[config.mk]
export PLATFORM = sky130hd
export DESIGN_NAME = id_ex_forward_stage
export DESIGN_NICKNAME = d
export VERILOG_FILES = /design/src/rtl/id_ex_forward_stage_pkg.sv /design/src/rtl/id_ex_forward_stage_fwd_select_unit.sv /design/src/rtl/id_ex_forward_stage.sv
export SDC_FILE = /design/constraint.sdc
export NUM_CORES = 1
export LEC_CHECK = 0
export ABC_AREA = 0
export BUFFER_PORTS_ARGS = -buffer_cell sky130_fd_sc_hd__buf_2
export CAP_MARGIN = 40
export CORE_MARGIN = 2
export CORE_UTILIZATION = 42
export DETAILED_ROUTE_END_ITERATION = 10
export PLACE_DENSITY = 0.77
export SLEW_MARGIN = 20
export SYNTH_ARGS = -nofsm -noshare
export SYNTH_HDL_FRONTEND = slang
export SYNTH_HIERARCHICAL = 1
export SYNTH_SLANG_ARGS = --single-unit
[constraint.sdc]
create_clock -name i_clk -period 1.8 [get_ports i_clk]
set_input_delay 0.18 -clock i_clk [delete_from_list [all_inputs] [get_ports i_clk]]
set_output_delay 0.18 -clock i_clk [all_outputs]
set_load 0.02 [all_outputs]
[src/rtl/id_ex_forward_stage_pkg.sv]
// Shared constants for the ID/EX stage: forwarding select codes and register-index defaults.
package id_ex_forward_stage_pkg;

    localparam int unsigned REGADDR_DEF = 5;
    localparam int unsigned ZERO_REG    = 0;

    typedef logic [1:0] fwd_sel_t;

    localparam fwd_sel_t FWD_REG   = 2'b00;
    localparam fwd_sel_t FWD_EXMEM = 2'b01;
    localparam fwd_sel_t FWD_MEMWB = 2'b10;

endpackage

[src/rtl/id_ex_forward_stage_fwd_select_unit.sv]
// Operand forwarding select for one EX-stage source: EX/MEM beats MEM/WB, x0 never forwards.
module id_ex_forward_stage_fwd_select_unit
    import id_ex_forward_stage_pkg::*;
#(
    parameter int unsigned REGADDR = REGADDR_DEF
) (
    input  logic               i_ex_valid,
    input  logic [REGADDR-1:0] i_ex_rs,
    input  logic [REGADDR-1:0] i_mem_rd,
    input  logic               i_mem_reg_write,
    input  logic [REGADDR-1:0] i_wb_rd,
    input  logic               i_wb_reg_write,
    output fwd_sel_t           o_sel
);

    logic w_mem_hit;
    logic w_wb_hit;

    assign w_mem_hit = i_mem_reg_write && (i_mem_rd != REGADDR'(ZERO_REG)) && (i_mem_rd == i_ex_rs);
    assign w_wb_hit  = i_wb_reg_write && (i_wb_rd != REGADDR'(ZERO_REG)) && (i_wb_rd == i_ex_rs);

    always_comb begin
        o_sel = FWD_REG;
        if (i_ex_valid) begin
            if (w_mem_hit) begin
                o_sel = FWD_EXMEM;
            end else if (w_wb_hit) begin
                o_sel = FWD_MEMWB;
            end
        end
    end

endmodule

[src/rtl/id_ex_forward_stage.sv]
// ID/EX pipeline register with load-use stall, flush bubbles, bubble counter and
// forwarding-select generation for the two EX operand muxes.
module id_ex_forward_stage
    import id_ex_forward_stage_pkg::*;
#(
    parameter int unsigned DATAWIDTH = 32,
    parameter int unsigned REGADDR   = REGADDR_DEF
) (
    input  logic                 i_clk,
    input  logic                 i_rst_n,
    input  logic                 i_id_valid,
    input  logic [REGADDR-1:0]   i_id_rs1,
    input  logic [REGADDR-1:0]   i_id_rs2,
    input  logic [REGADDR-1:0]   i_id_rd,
    input  logic [DATAWIDTH-1:0] i_id_rs1_data,
    input  logic [DATAWIDTH-1:0] i_id_rs2_data,
    input  logic [DATAWIDTH-1:0] i_id_imm,
    input  logic                 i_id_reg_write,
    input  logic                 i_id_mem_read,
    input  logic                 i_flush,
    input  logic [REGADDR-1:0]   i_mem_rd,
    input  logic                 i_mem_reg_write,
    input  logic [REGADDR-1:0]   i_wb_rd,
    input  logic                 i_wb_reg_write,
    output logic                 o_ex_valid,
    output logic [REGADDR-1:0]   o_ex_rs1,
    output logic [REGADDR-1:0]   o_ex_rs2,
    output logic [REGADDR-1:0]   o_ex_rd,
    output logic [DATAWIDTH-1:0] o_ex_rs1_data,
    output logic [DATAWIDTH-1:0] o_ex_rs2_data,
    output logic [DATAWIDTH-1:0] o_ex_imm,
    output logic                 o_ex_reg_write,
    output logic                 o_ex_mem_read,
    output fwd_sel_t             o_fwd_a_sel,
    output fwd_sel_t             o_fwd_b_sel,
    output logic                 o_stall,
    output logic [31:0]          o_bubble_count
);

    logic                 r_ex_valid;
    logic [REGADDR-1:0]   r_ex_rs1;
    logic [REGADDR-1:0]   r_ex_rs2;
    logic [REGADDR-1:0]   r_ex_rd;
    logic [DATAWIDTH-1:0] r_ex_rs1_data;
    logic [DATAWIDTH-1:0] r_ex_rs2_data;
    logic [DATAWIDTH-1:0] r_ex_imm;
    logic                 r_ex_reg_write;
    logic                 r_ex_mem_read;
    logic [31:0]          r_bubble_count;

    logic w_hazard;
    logic w_bubble;

    assign w_hazard = i_id_valid && r_ex_valid && r_ex_mem_read &&
                      (r_ex_rd != REGADDR'(ZERO_REG)) &&
                      ((r_ex_rd == i_id_rs1) || (r_ex_rd == i_id_rs2));
    // A flushed wrong-path instruction is dropped, so it must never hold the front end.
    assign o_stall  = w_hazard && !i_flush;
    assign w_bubble = w_hazard || i_flush;

    always_ff @(posedge i_clk or negedge i_rst_n) begin
        if (!i_rst_n) begin
            r_ex_valid     <= 1'b0;
            r_ex_rs1       <= '0;
            r_ex_rs2       <= '0;
            r_ex_rd        <= '0;
            r_ex_rs1_data  <= '0;
            r_ex_rs2_data  <= '0;
            r_ex_imm       <= '0;
            r_ex_reg_write <= 1'b0;
            r_ex_mem_read  <= 1'b0;
        end else if (w_bubble) begin
            r_ex_valid     <= 1'b0;
            r_ex_rs1       <= '0;
            r_ex_rs2       <= '0;
            r_ex_rd        <= '0;
            r_ex_rs1_data  <= '0;
            r_ex_rs2_data  <= '0;
            r_ex_imm       <= '0;
            r_ex_reg_write <= 1'b0;
            r_ex_mem_read  <= 1'b0;
        end else begin
            r_ex_valid     <= i_id_valid;
            r_ex_rs1       <= i_id_rs1;
            r_ex_rs2       <= i_id_rs2;
            r_ex_rd        <= i_id_rd;
            r_ex_rs1_data  <= i_id_rs1_data;
            r_ex_rs2_data  <= i_id_rs2_data;
            r_ex_imm       <= i_id_imm;
            r_ex_reg_write <= i_id_reg_write && i_id_valid;
            r_ex_mem_read  <= i_id_mem_read && i_id_valid;
        end
    end

    always_ff @(posedge i_clk or negedge i_rst_n) begin
        if (!i_rst_n) begin
            r_bubble_count <= '0;
        end else if (o_stall && (r_bubble_count != '1)) begin
            r_bubble_count <= r_bubble_count + 32'd1;
        end
    end

    id_ex_forward_stage_fwd_select_unit #(
        .REGADDR (REGADDR)
    ) u_fwd_a (
        .i_ex_valid      (r_ex_valid),
        .i_ex_rs         (r_ex_rs1),
        .i_mem_rd        (i_mem_rd),
        .i_mem_reg_write (i_mem_reg_write),
        .i_wb_rd         (i_wb_rd),
        .i_wb_reg_write  (i_wb_reg_write),
        .o_sel           (o_fwd_a_sel)
    );

    id_ex_forward_stage_fwd_select_unit #(
        .REGADDR (REGADDR)
    ) u_fwd_b (
        .i_ex_valid      (r_ex_valid),
        .i_ex_rs         (r_ex_rs2),
        .i_mem_rd        (i_mem_rd),
        .i_mem_reg_write (i_mem_reg_write),
        .i_wb_rd         (i_wb_rd),
        .i_wb_reg_write  (i_wb_reg_write),
        .o_sel           (o_fwd_b_sel)
    );

    assign o_ex_valid     = r_ex_valid;
    assign o_ex_rs1       = r_ex_rs1;
    assign o_ex_rs2       = r_ex_rs2;
    assign o_ex_rd        = r_ex_rd;
    assign o_ex_rs1_data  = r_ex_rs1_data;
    assign o_ex_rs2_data  = r_ex_rs2_data;
    assign o_ex_imm       = r_ex_imm;
    assign o_ex_reg_write = r_ex_reg_write;
    assign o_ex_mem_read  = r_ex_mem_read;
    assign o_bubble_count = r_bubble_count;

endmodule
# [After elaboration in Yosys (flattened, before gate mapping)]
# Cells that the tools add are included.
[word_totals] out_inout_bits=151 in_bits=129 reg_bits=146 elab_cells=53
[op_classes] mux=15 add_sub_neg=1 eq_ne=7 n_reduce_logical=20
[ops] op="2-to-1 mux 32 bit" count=3
[ops] op="adder 32 x 1 -> 32 bit (second input constant)" count=1
[ops] op="!= test 32 bit (second input constant)" count=1
[ops] op="== test 5 bit" count=6
[ops] op="2-to-1 mux 5 bit" count=3
[ops] op="nonzero test 5 bit" count=3
[ops] op="logical AND 1 bit" count=14
[ops] op="2-to-1 mux 2 bit" count=6
[ops] op="2-to-1 mux 1 bit" count=3
[ops] op="logical OR 1 bit" count=2
[ops] op="zero test 1 bit" count=1

# [Longest topological paths before layout]
[logic_depth] word_depth=6 ltp_mapped=7 ltp_nobuf=6

# [By module]
# The synthesis kept the hierarchy.
[modules_own_cells] mod="id_ex_forward_stage" seq_area_each_um2=3653.5 cells_each=418 n_inst=1 area_per_inst_um2=5411.4
[modules_own_cells] mod="id_ex_forward_stage_fwd_select_unit" seq_area_each_um2=0.0 cells_each=21 n_inst=2 area_per_inst_um2=165.2

# [Worst setup path before layout]
# OpenSTA, ideal clock, no wires.
[synth_timing] kind="reg-to-reg" start="reg r_ex_rd[1] (netlist: o_ex_rd[1])" end="reg r_bubble_count[1] (netlist: o_bubble_count[1])" setup_slack_ns=-0.284 path_stages_with_launch=7 arrival_time_ns=1.959 path_buffers=1 t_required_ns=1.675 setup_time_ns=0.125 synth_period_minus_slack_ns=2.084 cell_sequence="dfrtp_1 -> or4_1 -> o2111ai_2 -> nor2_1 -> nand3_1 -> buf_4 -> mux2_2"
[synth_between] elab_chain_cells=5 elab_cells_between_ends=8 classes_between="2 x eq/ne; 6 x reduce/logical"
[synth_rtl] element="start, declared" line="id_ex_forward_stage.sv:43" text="logic [REGADDR-1:0] r_ex_rd;"
[synth_rtl] element="start signal, assigned" line="id_ex_forward_stage.sv:86" text="r_ex_rd <= i_id_rd;"
[synth_rtl] element="== test 5 bit / nonzero test 5 bit (equally long branches)" line="id_ex_forward_stage.sv:56, id_ex_forward_stage.sv:55"
[synth_rtl] element="logical OR 1 bit / logical AND 1 bit (equally long branches)" line="id_ex_forward_stage.sv:56, id_ex_forward_stage.sv:54"
[synth_rtl] element="logical AND 1 bit (*)" line="id_ex_forward_stage.sv:55" text="(r_ex_rd != REGADDR'(ZERO_REG)) &&"
[synth_rtl] element="logical AND 1 bit (*)" line="id_ex_forward_stage.sv:58" text="assign o_stall = w_hazard && !i_flush;"
[synth_rtl] element="logical AND 1 bit (*)" line="id_ex_forward_stage.sv:98" text="end else if (o_stall && (r_bubble_count != '1)) begin"
[synth_rtl] element="end signal, assigned" line="id_ex_forward_stage.sv:99" text="r_bubble_count <= r_bubble_count + 32'd1;"
[synth_rtl] element="end, declared" line="id_ex_forward_stage.sv:49" text="logic [31:0] r_bubble_count;"
# Every way passes the cells marked *; elsewhere a longest branch is shown, timed or not.
# A chain may end at the register's enable or synchronous reset.

# [Worst setup path in the final report]
[layout_timing] start="reg r_ex_rd[1] (netlist: o_ex_rd[1])" end="out o_stall"
[layout_between] elab_chain_cells=4 elab_cells_between_ends=7 classes_between="2 x eq/ne; 5 x reduce/logical"
[layout_rtl] element="== test 5 bit / nonzero test 5 bit (equally long branches)" line="id_ex_forward_stage.sv:56, id_ex_forward_stage.sv:55"
[layout_rtl] element="logical OR 1 bit / logical AND 1 bit (equally long branches)" line="id_ex_forward_stage.sv:56, id_ex_forward_stage.sv:54"
[layout_rtl] element="logical AND 1 bit (*)" line="id_ex_forward_stage.sv:55"
[layout_rtl] element="logical AND 1 bit (*)" line="id_ex_forward_stage.sv:58"
[layout_rtl] element="end, declared" line="id_ex_forward_stage.sv:36" text="output logic o_stall,"
# Marked as above.

==> flow_metrics.tcl <==
set metrics [dict create \
    gr-total-overflow 0 \
    grt_pass1_wl_um 30000 \
    max_freq_mhz 465 \
    grt_pass1_vias 5827 \
    setup_violations 149 \
    ys_seq_area_frac 0.636 \
    total_power_mw 8.06 \
    finalWorstSetupSlack_ns -0.352 \
    power_switching_mw 1.98 \
    timing.rr.start "o_ex_rd[1]" \
    power_density_mw_per_mm2 810 \
    cts_buffers 17 \
    period_share 1.20 \
    antenna_found_initial 2 \
    track_usage 0.271 \
    design_area_mm2 0.00995 \
    ys_ff_latch 146 \
    grt_start_max_net_pins 47 \
    p_clk_frac 0.430 \
    syn_area_per_cell_um2 12.5 \
    drv_cap 0 \
    drc 0 \
    violations "setup timing" \
    endpoint_kind "output pin" \
    place_ws_ns -0.233 \
    cts_root_buf "clkbuf_16" \
    p_sw_frac 0.246 \
    initial_core_util 0.432 \
    startpoint_type "register" \
    drt_iter0_drc 218 \
    area_growth_pct 73.3 \
    stdcell_count 1108 \
    internal-power_mw 6.08 \
    r2r_slack_ns -0.34 \
    hpwl_um 11400 \
    leakage_nw 5.22 \
    crit_path_max_fanout 2 \
    wirelength_um 19500 \
    ant_nets 0 \
    h-tree-depth 4 \
    syn_inst 460 \
    die_y_um 121 \
    via_count 5344 \
    nets 1048 \
    die_area_mm2 0.0146 \
    path_class "register to output pin" \
    combPwrFrac 0.139 \
    rsz0062_at_grt "yes" \
    yosysUniqueCellTypes 34 \
    clk_latency_ns 0.42 \
    hold_start "i_id_rs1_data[0]" \
    gp_congestion 0.852 \
    period_needed_ns 2.15 \
    ys_warn_count 6 \
    cts_tree "yes" \
    clock_skew_ns 0.00745 \
    wl_per_cell_um 17.6 \
    r2r_end "o_ex_rs2[2]" \
    drv_slew 0 \
    fin_tns_setup_ns -34.83 \
    fill_cells 821 \
    clock_path_buffers 2 \
    worst_ep_required_time_ns 1.62 \
    syn_nets 590 \
    dp_cells 947 \
    holdPathStages 2 \
    worstPathArrival_ns 1.97 \
    cts.sinks 146 \
    peakVddDrop_mv 0.737 \
    r2r_cells 8 \
    num_rows 42 \
    clkTransAtPathRegs_ns 0.06 \
    placement.cell_area_mm2 0.00768 \
    core_area_mm2 0.0133 \
    hold_violations 0 \
    max_slew_margin 0.760 \
    worstMarginPinSlew_ns 0.360 \
    min_path_type "primary input to register" \
    drive_gt1_frac 0.478 \
    holdPathEnd "o_ex_rs1_data[0]" \
    drtPass1Iterations 5 \
    netlist_area_mm2 0.00574 \
    outcome "finished with violations" \
    seqPwrFrac 0.430 \
    portBuffers 279 \
    die_width_um 121 \
    fin_util 0.748 \
    holdWs_ns 0.0185 \
    vias_per_cell 4.82 \
    ios 280 \
]
how the worst max path moves through the flow:
stage | from | to | slack (ns) | cells past startpoint
3_5_place_dp | o_ex_rd[2] | o_bubble_count[1] | -0.23 | 6
5_1_grt | o_ex_rd[1] | o_stall | -0.41 | 7
6_report | o_ex_rd[1] | o_stall | -0.35 | 7
3_3_place_gp | o_ex_rd[2] | o_ex_reg_write | -0.23 | 6
4_1_cts | o_ex_rd[1] | o_stall | -0.37 | 7
2_1_floorplan | o_ex_rd[2] | o_bubble_count[1] | -0.20 | 6
critical path, cell delays in order (launching register included):
cell and delay, ns:
dfrtp_2 0.40, or4_4 0.55, o2111ai_4 0.21, nor2_2 0.07, buf_6 0.12, nand2_4 0.05, inv_2 0.04, buf_6 0.12
power groups by stage:
stage | combinational (mW) | clock, mW | sequential (mW)
3_3_place_gp | 0.785 | 0 | 3.52
5_1_grt | 1.19 | 3.68 | 3.48
3_5_place_dp | 0.808 | 0 | 3.52
2_1_floorplan | 0.208 | 0 | 3.70
6_report | 1.12 | 3.47 | 3.47
4_1_cts | 1.08 | 3.51 | 3.46
cells by family (layout without fill, tap and decap cells):
group           after synthesis  after routing  synth area share
buf+inv                      26            496            0.0275
fa+ha+maj                     1              1           0.00218
compound gates               11             11            0.0161
xor+xnor                     55             55            0.0839
other cells                   0              2                 0
simple gates                218            218             0.228
flops                       146            146             0.636
mux                           3              3           0.00567
what timing repair did:
item,4_1_cts,5_1_grt
cloned,5,1
hold buffers,102,1
buffers inserted,18,2
setup endpoints to repair,150,150
pin swaps,31,10
endpoints found under the hold margin,135,1
gates resized for setup,61,13
flip-flops by register name, summed over array words and instances (netlist names), 5 cells and up:
register / count
o_bubble_count: 32
o_ex_rs1: 5
o_ex_rs2_data: 32
o_ex_imm: 32
o_ex_rs2: 5
o_ex_rd: 5
o_ex_rs1_data: 32
cells in the mapped netlist:
cell type,instances,area share
dfrtp_1,146,0.64
and2_1,115,0.13
xnor2_1,31,0.047
xor2_1,24,0.037
nand3_1,19,0.017
nand2_1,17,0.011
nor2_1,15,0.0098
nor3_1,12,0.010
inv_1,10,0.0065
nand4_1,10,0.011
buf_6,7,0.014
and3_1,6,0.0065
clkbuf_1,6,0.0039
nor3_2,5,0.0087
nor4_2,5,0.011
nor4_1,4,0.0044
or2_1,3,0.0033
and4_1,2,0.0031
and4_4,2,0.0039
buf_4,2,0.0026
mux2_2,2,0.0039
o2111ai_1,2,0.0031
o21ai_0,2,0.0017
o21ai_1,2,0.0017
or3_1,2,0.0022
a21oi_1,1,0.00087
a21oi_4,1,0.0028
a31oi_1,1,0.0011
ha_1,1,0.0022
inv_2,1,0.00065
mux2i_1,1,0.0017
o2111ai_2,1,0.0026
o22ai_2,1,0.0022
or4_1,1,0.0013
placed cells by master (no fill, tap or decap), types with 15 or more instances in the layout:
cell / netlist / layout
dfrtp_1: 146 / 143
buf_4: 2 / 55
nand2_1: 17 / 15
and2_1: 115 / 112
clkbuf_16: 0 / 18
dlygate4sd3_1: 0 / 103
xor2_1: 24 / 24
buf_2: 0 / 273
nand3_1: 19 / 15
xnor2_1: 31 / 22
layer usage:
metal,vias to the layer above,share of wire,routed length [µm],track usage
li1,2427,-,-,-
met1,2623,0.37,7160,0.300
met2,242,0.53,10400,0.479
met3,52,0.067,1320,0.0766
met4,0,0.034,665,0.128
met5,-,0,0,0
cell type report:
cell class	instances	area, µm²	area share
well taps	176	220	0.0221
repair buffers	454	3230	0.325
clock inverters	12	130	0.0131
clock buffers	19	453	0.0455
inverters	11	41.3	0.00415
diodes	2	5.00	0.000503
flip-flops and latches	146	3660	0.368
multi-input cells	288	2210	0.222
Power figures use the tool's default switching activity.
